===== config.mk =====
export PLATFORM = sky130hd
export DESIGN_NAME = pulse_stretcher
export DESIGN_NICKNAME = d
export VERILOG_FILES = /design/src/rtl/pulse_stretcher.sv
export SDC_FILE = /design/constraint.sdc
export NUM_CORES = 1
export LEC_CHECK = 0
export CAP_MARGIN = 20
export CORE_ASPECT_RATIO = 0.7
export CORE_MARGIN = 2
export CORE_UTILIZATION = 50
export CTS_BUF_LIST = sky130_fd_sc_hd__clkbuf_4
export CTS_CLUSTER_SIZE = 8
export DETAILED_ROUTE_END_ITERATION = 6
export PLACE_DENSITY_LB_ADDON = 0.1
export SETUP_SLACK_MARGIN = 0.3
export SLEW_MARGIN = 20
export SYNTH_ARGS = -nofsm -noshare
export SYNTH_HDL_FRONTEND = slang
export SYNTH_SLANG_ARGS = --single-unit

===== constraint.sdc =====
create_clock -name clk -period 2.25 [get_ports clk]
set_input_delay 0.3375 -clock clk [delete_from_list [all_inputs] [get_ports clk]]
set_output_delay 0.3375 -clock clk [all_outputs]
set_load 0.05 [all_outputs]

===== src/rtl/pulse_stretcher.sv =====
`default_nettype none
// ============================================================================
// Module   : pulse_stretcher
// Purpose  : Turns a one-cycle tick into a level of programmable duration,
//            counted in prescaled time units, with retrigger, cancel and a
//            post-period hold-off window during which new ticks are ignored.
// Revision : 1.0  initial release
// ============================================================================
module pulse_stretcher #(
  parameter int DIV     = 50,
  parameter int W       = 8,
  parameter int HOLDOFF = 4
) (
  input  logic         clk,
  input  logic         rst,
  input  logic         trig,
  input  logic         cancel,
  input  logic         retrig,
  input  logic [W-1:0] duration,
  output logic         out,
  output logic         busy,
  output logic         done,
  output logic [W-1:0] remaining
);

  // Prescaler needs at least one bit even when DIV is 1.
  localparam int PRE_W  = (DIV > 1) ? $clog2(DIV) : 1;
  // Hold-off counter must be able to hold the value HOLDOFF itself.
  localparam int HOLD_W = (HOLDOFF > 0) ? $clog2(HOLDOFF + 1) : 1;

  localparam logic [PRE_W-1:0]  PRE_MAX   = PRE_W'(DIV - 1);
  localparam logic [HOLD_W-1:0] HOLD_LOAD = HOLD_W'(HOLDOFF);

  typedef enum logic [1:0] {
    ST_IDLE    = 2'd0,
    ST_ACTIVE  = 2'd1,
    ST_HOLDOFF = 2'd2
  } state_t;

  state_t              state_q,     state_d;
  logic [PRE_W-1:0]    pre_q,       pre_d;
  logic [W-1:0]        remaining_q, remaining_d;
  logic [HOLD_W-1:0]   hold_q,      hold_d;
  logic                out_q,       out_d;
  logic                busy_q,      busy_d;
  logic                done_q,      done_d;
  logic                period_end;

  // Next-state, counter and registered-output computation.
  always_comb begin
    state_d     = state_q;
    pre_d       = pre_q;
    remaining_d = remaining_q;
    hold_d      = hold_q;
    done_d      = 1'b0;
    period_end  = 1'b0;

    case (state_q)
      ST_IDLE: begin
        // Cancel beats a simultaneous trigger; a zero duration never starts.
        if (trig && !cancel && (duration != '0)) begin
          state_d     = ST_ACTIVE;
          remaining_d = duration;
          pre_d       = '0;
        end
      end

      ST_ACTIVE: begin
        if (cancel) begin
          remaining_d = '0;
          pre_d       = '0;
          period_end  = 1'b1;
        end else if (trig && retrig && (duration != '0)) begin
          // Reload replaces any decrement that would have happened now.
          remaining_d = duration;
          pre_d       = '0;
        end else if (pre_q == PRE_MAX) begin
          pre_d = '0;
          if (remaining_q <= W'(1)) begin
            remaining_d = '0;
            done_d      = 1'b1;
            period_end  = 1'b1;
          end else begin
            remaining_d = remaining_q - W'(1);
          end
        end else begin
          pre_d = pre_q + PRE_W'(1);
        end
      end

      ST_HOLDOFF: begin
        // trig and cancel are deliberately ignored here.
        if (hold_q <= HOLD_W'(1)) begin
          state_d = ST_IDLE;
          hold_d  = '0;
        end else begin
          hold_d = hold_q - HOLD_W'(1);
        end
      end

      default: begin
        state_d     = ST_IDLE;
        pre_d       = '0;
        remaining_d = '0;
        hold_d      = '0;
      end
    endcase

    // Expiry and cancel share the exit path; without hold-off go straight idle.
    if (period_end) begin
      if (HOLDOFF == 0) begin
        state_d = ST_IDLE;
        hold_d  = '0;
      end else begin
        state_d = ST_HOLDOFF;
        hold_d  = HOLD_LOAD;
      end
    end

    out_d  = (state_d == ST_ACTIVE);
    busy_d = (state_d != ST_IDLE);
  end

  // State and output registers with asynchronous clear.
  always_ff @(posedge clk or posedge rst) begin
    if (rst) begin
      state_q     <= ST_IDLE;
      pre_q       <= '0;
      remaining_q <= '0;
      hold_q      <= '0;
      out_q       <= 1'b0;
      busy_q      <= 1'b0;
      done_q      <= 1'b0;
    end else begin
      state_q     <= state_d;
      pre_q       <= pre_d;
      remaining_q <= remaining_d;
      hold_q      <= hold_d;
      out_q       <= out_d;
      busy_q      <= busy_d;
      done_q      <= done_d;
    end
  end

  assign out       = out_q;
  assign busy      = busy_q;
  assign done      = done_q;
  assign remaining = remaining_q;

endmodule
`default_nettype wire


==> results.ini <==
[timing]
tns_ps=0
period_share_pct=85.0
drv_slew=0
tightest_slew_ps=504
min_period_ps=1910
timing.final.ws_setup_ps=338
max_freq_mhz=523
slew_headroom_pct=66.3
hold_viol=0
setup_viol=0
rsz0062_at_grt=true
fin_skew_ps=17.0

[finish]
multi_input_area_sq_um=711
final_cell_mix=buf_4, dfrtp_1, clkdlybuf4s50_1
nets=206
area_delta_synth_final_pct=41.5
final_common_cell=buf_4
fill_cells=185
drive_above_1_share_pct=21.4
finalNonFillerCells=221
seq_area_sq_um=553
n_antenna_cell=0
fin_area_sq_um=1830

[cts]
cts-root-buf=clkbuf_4
clk_pin_slew_ps=150
postCtsSetupBuffers=0
clk_latency_ps=330
cts_hold_buf=0
ctsLongestPathBuffers=2
cts_made_buffers=3
cts_tree=built
h-tree-depth=1
cts_sinks=22

[synthesis]
ys_types=40
synth_edf_count=0
synthFlopType=dfrtp_1
ys_ff_latch=22
ys_seq_area_share_pct=42.6
syn_nets=161
synthArstFlopShare_pct=100
synthCells=143
syn-cell-area_sq_um=1290
postSynthAreaPerCell_sq_um=9.04
yosysWarnings=0

[floorplan]
core.rowCount=15
die_y_um=46.5
die-area_sq_um=3010
core_area_sq_um=2460
initial_utilization_pct=52.6
fp.dieW_um=64.8
boundaryPins=24

[routing]
vias=1266
firstDrtPassIters=4
drc=0
wire_per_inst_um=15.7
ant_nets=0
drtIter0Drc=128
wl_um=3460
drt-vias-per-instance=5.73

[global_routing]
grt_usage_pct=24.4
grt_pass1_wl_um=5560
grt_max_degree=23
grt_antenna_before_repair=0
grt_overflow=0
grt_pass1_vias=1172

[placement]
io_buffers=23
dp_hpwl_um=2540
placed_cells=217
place_ws_ps=-52.7
finalWeightedCongestion=0.886
dpl_cell_area_sq_um=1710

[power]
p_per_area_nw_per_um2=1230
p_leak_uw=0.000846
irDropWorstVdd_v=0.000762

[min_path]
hp-class=in2async

[status]
status=finished clean

[worst_setup_path]
cp-end-kind=register
worstPathArrival_ps=2170
path_class=in2reg
cp-start-kind=input port
critical_path_peak_fanout=5
required_ps=2510

[flow_run]
max_cap_violations=0

synth_stat cells, types with 3 or more instances:
| cell type | n | area (sq um) |
|---|---|---|
| inv_1 | 16 | 60.1 |
| ha_1 | 5 | 62.6 |
| a32oi_1 | 4 | 35.0 |
| o22ai_1 | 5 | 31.3 |
| o2bb2ai_1 | 4 | 35.0 |
| nand2_1 | 11 | 41.3 |
| nor4_1 | 3 | 18.8 |
| o21ai_0 | 12 | 60.1 |
| mux2_2 | 3 | 33.8 |
| nand3_1 | 5 | 25.0 |
| dfrtp_1 | 22 | 551 |
| nor2_1 | 10 | 37.5 |
| a21oi_1 | 6 | 30.0 |
| nor3_1 | 4 | 20.0 |
repair_timing:
action	CTS	global route
endpoints found under the setup margin	3	15
resized for setup	3	13
pin swaps	0	2
flip-flops by register name, summed over array words and instances (netlist names):
name	flops
done	1
out	1
remaining	8
busy	1
pre_q	6
state_q	2
hold_q	3
per-layer routing:
metal	global-route usage [%]	vias to the layer above	part of all wire (%)
met5	0	-	0
met4	5.53	0	1.7
met3	6.11	8	6.3
met2	38.6	40	45
met1	34.0	600	47
li1	-	618	-
stage by stage:
stage | total power, uW | hold WS (ps) | util, %
floorplan | 1420 | 327 | -
global placement | 1830 | 458 | 69.5
detailed placement | 1880 | 475 | 69.5
CTS | 2200 | 338 | 71.9
global route | 2400 | 350 | 74.4
finish | 2260 | 322 | 74.4
cell families (layout without fill, tap and decap cells):
logic type / count (synthesis) / count (layout) / synth area share (%)
DFF: 22 / 22 / 42.6
adders and majority gates: 5 / 5 / 4.84
and+or+nand+nor: 43 / 43 / 16.8
muxes: 3 / 3 / 2.61
xor gates and xnor gates: 1 / 1 / 0.678
AOI/OAI and AO/OA: 48 / 48 / 25.8
buffers and inverters: 21 / 65 / 6.58
final timing paths:
path | start | end | slack [ps] | depth (start not counted)
setup / recovery | duration[1] | pre_q[5]$_DFFE_PP0P_ | 340 | 8
hold / removal | rst | pre_q[4]$_DFFE_PP0P_ | 320 | 3
setup reg to reg | remaining[0]$_DFFE_PP0P_ | remaining[1]$_DFFE_PP0P_ | 390 | 6
hold reg to reg | hold_q[0]$_DFFE_PP0P_ | hold_q[0]$_DFFE_PP0P_ | 490 | 1
max in group asynchronous | rst | out$_DFF_PP0_ | 1690 | 3
min in group clk | duration[7] | remaining[7]$_DFFE_PP0P_ | 400 | 3
cell type report:
cell class	instances	share of cell area [%]
Inverter	16	3.28
Tap cell	34	2.33
Clock buffer	3	1.23
Multi-Input combinational cell	100	38.9
Sequential cell	22	30.2
Clock inverter	1	1.64
Timing Repair Buffer	45	22.4
critical path: stages:
cell and delay, ps:
clkdlybuf4s50_1 450, nor4_2 270, buf_4 180, a21oi_2 100, buf_4 160, or2_1 240
or3_1 340, o21ai_0 90
report_power, final:
part	switching, uW	internal [uW]
logic	771	533
clock network	137	180
registers	113	523
Power figures use the tool's default switching activity.
